File: config.mk
export PLATFORM = sky130hd
export DESIGN_NAME = apb_reg_slave
export DESIGN_NICKNAME = d
export VERILOG_FILES = /design/src/rtl/apb_reg_slave.sv
export SDC_FILE = /design/constraint.sdc
export NUM_CORES = 1
export LEC_CHECK = 0
export ABC_AREA = 1
export BUFFER_PORTS_ARGS = -buffer_cell sky130_fd_sc_hd__clkbuf_2
export CAP_MARGIN = 0
export CORE_MARGIN = 2
export CORE_UTILIZATION = 60
export DETAILED_ROUTE_END_ITERATION = 8
export HOLD_SLACK_MARGIN = 0.08
export PLACE_DENSITY = 0.78
export SLEW_MARGIN = 10
export SYNTH_ARGS = -nofsm -noshare
export SYNTH_HDL_FRONTEND = slang
export SYNTH_SLANG_ARGS = --single-unit
File: constraint.sdc
create_clock -name pclk -period 3.16 [get_ports pclk]
set_input_delay 0 -clock pclk [delete_from_list [all_inputs] [get_ports pclk]]
set_output_delay 0 -clock pclk [all_outputs]
set_load 0.02 [all_outputs]
File: src/rtl/apb_reg_slave.sv
// APB completer with a bank of byte-strobed registers, fixed wait states and
// error response for misaligned, out-of-range, read-only and unprivileged accesses.
module apb_reg_slave #(
    parameter int                ADDR_WIDTH  = 32,
    parameter int                DATA_WIDTH  = 32,
    parameter int                STRB_WIDTH  = 4,
    parameter int                NUM_REGS    = 16,
    parameter int                WAIT_CYCLES = 2,
    parameter logic [DATA_WIDTH-1:0] ID_VALUE = 32'hA5B0_0001
) (
    input  logic                  pclk,
    input  logic                  presetn,
    input  logic [ADDR_WIDTH-1:0] paddr,
    input  logic                  psel,
    input  logic                  penable,
    input  logic                  pwrite,
    input  logic [DATA_WIDTH-1:0] pwdata,
    input  logic [STRB_WIDTH-1:0] pstrb,
    input  logic [2:0]            pprot,
    output logic [DATA_WIDTH-1:0] prdata,
    output logic                  pready,
    output logic                  pslverr
);

    localparam int IDX_W = $clog2(NUM_REGS);

    localparam logic [1:0] ST_IDLE   = 2'd0;
    localparam logic [1:0] ST_SETUP  = 2'd1;
    localparam logic [1:0] ST_ACCESS = 2'd2;

    logic [1:0]            r_state;
    logic [3:0]            r_count;
    logic [DATA_WIDTH-1:0] r_regs [NUM_REGS];

    logic [1:0]            w_phase;
    logic [1:0]            w_state_nxt;
    logic [3:0]            w_count_nxt;
    logic [IDX_W-1:0]      w_idx;
    logic                  w_misalign;
    logic                  w_out_of_range;
    logic                  w_wr_err;
    logic                  w_err;
    logic                  w_ready;
    logic                  w_commit;
    logic [DATA_WIDTH-1:0] w_rdata;
    logic                  w_unused;

    // The setup phase is the cycle psel rises with penable low; decoding it
    // combinationally lets the wait counter load on that same edge.
    always_comb begin
        w_phase = r_state;
        if (r_state != ST_ACCESS && psel && !penable) begin
            w_phase = ST_SETUP;
        end
    end

    always_comb begin
        w_state_nxt = ST_IDLE;
        w_count_nxt = 4'd0;
        case (w_phase)
            ST_SETUP: begin
                w_state_nxt = ST_ACCESS;
                w_count_nxt = 4'(WAIT_CYCLES);
            end
            ST_ACCESS: begin
                if (psel && penable && r_count != 4'd0) begin
                    w_state_nxt = ST_ACCESS;
                    w_count_nxt = r_count - 4'd1;
                end
            end
            default: begin
                w_state_nxt = ST_IDLE;
            end
        endcase
    end

    always_ff @(posedge pclk or negedge presetn) begin
        if (!presetn) begin
            r_state <= ST_IDLE;
            r_count <= 4'd0;
        end else begin
            r_state <= w_state_nxt;
            r_count <= w_count_nxt;
        end
    end

    assign w_idx          = paddr[IDX_W+1:2];
    assign w_misalign     = (paddr[1:0] != 2'b00);
    assign w_out_of_range = |paddr[ADDR_WIDTH-1:IDX_W+2];
    assign w_wr_err       = pwrite && ((w_idx == '0) || !pprot[0]);
    assign w_err          = w_misalign || w_out_of_range || w_wr_err;

    assign w_ready  = (r_state == ST_ACCESS) && (r_count == 4'd0) && psel && penable;
    assign w_commit = w_ready && pwrite && !w_err;
    assign w_rdata  = (w_idx == '0) ? ID_VALUE : r_regs[w_idx];

    assign pready  = w_ready;
    assign pslverr = w_ready && w_err;
    assign prdata  = (w_ready && !pwrite && !w_err) ? w_rdata : '0;

    assign w_unused = ^pprot[2:1];

    // Register 0 is backed by ID_VALUE; its storage slot is never written.
    always_ff @(posedge pclk or negedge presetn) begin
        if (!presetn) begin
            for (int i = 0; i < NUM_REGS; i++) begin
                r_regs[i] <= '0;
            end
        end else if (w_commit) begin
            for (int b = 0; b < STRB_WIDTH; b++) begin
                if (pstrb[b]) begin
                    r_regs[w_idx][8*b +: 8] <= pwdata[8*b +: 8];
                end
            end
        end
    end

endmodule

==> metrics.md <==
| Metric | Value |
|---|---|
| Final slew viol count | `0` |
| Slew @ Worst Pin | `1.25 ns` |
| I/O pin cnt | `110` |
| Most frequent cells after synthesis | `nand2_1, dfrtp_1, nand3_1, a22oi_1, clkbuf_1` |
| Tmin final | `3.01 ns` |
| Share of cells above drive strength 1 | `11.1%` |
| Diodes inserted | `0` |
| Port Buffer Count | `107` |
| Largest net degree at the start of global routing | `125` |
| Data arrival, critical path | `3.01 ns` |
| Top cell type's share of synthesized area | `51.1%` |
| Syn Std Cell Area | `25000 um^2` |
| DP HPWL | `44700 um` |
| Worst R2R End | `r_regs[222]` |
| Met2 GRT Util | `56.8%` |
| Routed Wire Length | `77300 um` |
| Reg2Reg Depth | `9` |
| Headroom to the max-slew limit | `16.8%` |
| Startpoint Class | `flip-flop` |
| Die height | `208 um` |
| Cell count after synthesis | `3041` |
| Initial DRC count | `3375` |
| Root buffer cell | `clkbuf_16` |
| Syn_area_per_cell | `8.23 um^2` |
| GR Util All Layers | `35.7%` |
| Layout area overhead | `12.8%` |
| Antenna-violating nets left | `0` |
| Tcrit/Tclk final | `95.2%` |
| Peak VDD IR | `0.000569 V` |
| Critical path fanouts, max | `19` |
| CTS Buf Count | `53` |
| Leak pwr | `14.5 nW` |
| Setup Buffers After CTS | `0` |
| R2r startpoint | `r_count[0]` |
| Clock insertion delay at the later pin of the skew report | `0.61 ns` |
| Pwr dens | `499 nW/um^2` |
| Antenna violations before repair | `1` |
| Final setup vio count | `0` |
| First-pass GRT wire length | `123000 um` |
| Worst R2R Setup Slack | `0.45 ns` |
| Status | `finished clean` |
| Die Wd | `208 um` |
| Worst hold path class | `in -> async` |
| Vias in the first global route | `23000` |
| Finished Cell Area | `28200 um^2` |
| CTS Sinks | `511` |
| Yosys top cell by area | `dfrtp_1` |
| Worst Path Required | `3.16 ns` |
| Via count | `23100` |
| First-pass iteration count of the detailed router | `6` |
| Vias per cell | `6.36` |
| Max-cap violations | `0` |
| Synth Flop Type | `dfrtp_1` |
| Global routing usage on met3 | `5.93%` |
| CTS clk-pin slew, worst paths | `0.06 ns` |
| CTS tree | `done` |
| Core area | `41000 um^2` |
| Core Rows | `74` |
| Register area share after synthesis | `51.1%` |
| Fin nets | `3133` |
| Gpl congestion | `0.866` |
| Die ar. | `43300 um^2` |
| Bufs on Longest Clock Path | `3` |
| Dpl cell area | `25900 um^2` |
| GR peak layer | `met2` |
| Met1 Use GR | `47.8%` |
| Wire per inst | `21.3 um` |
| Setup TNS | `0 ns` |
| Ys async rst share | `100%` |
| Resized cells post-CTS | `0` |
| Yosys cell types | `29` |
| Ys Warns | `0` |
| Syn nets | `3118` |
| H-tree depth | `2` |
| RSZ-0062 raised after global routing | `false` |
| Worst hold slack | `0.113 ns` |
| CP endpoint kind | `output port` |
| Post-CTS Hold Fix Bufs | `38` |
| EDFF count, synth | `0` |
| DRC Markers | `0` |
| Clock skew | `0.00968 ns` |
| Starting Density | `61.0%` |
| Tot Pwr | `14.1 mW` |
| Most numerous cell in the Yosys netlist | `nand2_1` |
| Largest cells by area after synthesis | `dfrtp_1, nand2_1, nand3_1, a22oi_1, nand4_4` |
| CP Class | `reg -> out` |
| Final number of hold-violating endpoints | `0` |
| Synth Register Bits | `511` |
| Congestion Overflow GR | `0` |
| Max frequency | `332 MHz` |
-- kinds of logic (layout without fill, tap and decap cells) --
family	after synthesis	after routing	share of synthesized area (%)
XOR/XNOR	1	1	0.0350
flip-flops	511	511	51.1
buffers and inverters	284	344	4.92
AO/OA/AOI/OAI	363	363	9.66
AND/OR/NAND/NOR	1881	1881	34.2
adder cells (fa/ha/maj)	1	1	0.0500
-- area by class of cell --
type / instances / area, um^2
clock buffer: 84 / 1690
inverter: 27 / 104
multi-input combinational: 2246 / 11100
tap: 532 / 666
fill: 3234 / 12800
sequential: 511 / 12800
timing repair buffer: 217 / 1700
clock inverter: 16 / 211
-- metal layers --
layer,vias to the layer above,wire [um]
met5,-,12
met4,2,3490
met3,248,7810
met2,1425,36400
met1,11200,29600
li1,10200,-
-- critical path: stages (launching register included) --
cell and delay (ns):
dfrtp_1 0.38, inv_1 0.07, ha_1 0.17, nand2_1 0.09, nor2_1 0.09, nand2_1 0.19, inv_1 0.33, nand4_2 0.41
buf_12 0.33, nor2_1 0.15, clkbuf_2 0.19
-- layout by cell type (no fill, tap or decap), types with 10 or more instances in the layout --
master            n
nor2_4           17
inv_1            17
dfrtp_1         511
buf_12           17
dlygate4sd3_1    37
clkbuf_2        105
clkbuf_16        55
nand2_1        1195
nand3_1         504
nor2_1           94
nand3_2          10
clkbuf_8         20
nand4_4          38
buf_4            56
o21ai_0          52
a22oi_1         238
o21ai_1          70
-- per-stage QoR --
stage	utilization [%]	cells	worst slack (ns)
4_1_cts	68.8	3633	0.174
5_1_grt	68.8	3633	0.0486
2_1_floorplan	-	3041	1.20
3_5_place_dp	63.2	3495	0.521
6_report	68.8	3633	0.151
3_3_place_gp	63.2	3495	0.577
-- power by group --
group	internal, mW	total [mW]	switching (mW)
registers	6.54	6.55	0.000685
logic	0.151	0.802	0.652
clock network	4.05	6.74	2.68
-- flip-flops by register name, indices dropped and copies added (netlist names) --
register,flops
r_state,1
r_count,4
r_regs,506
-- worst max path at each step --
stage                     startpoint           to  slack [ns]  depth (start not counted)
after detailed placement    paddr[3]  r_regs[235]        0.52                          8
final                     r_count[0]   prdata[18]        0.15                         10
after global routing      r_count[0]   prdata[22]        0.05                         10
after CTS                 r_count[0]   prdata[18]        0.17                         10
after global placement      paddr[3]  r_regs[231]        0.58                          8
after floorplan           r_count[0]  r_regs[336]        1.20                         11
No activity file was read; power rests on OpenSTA's default activity.
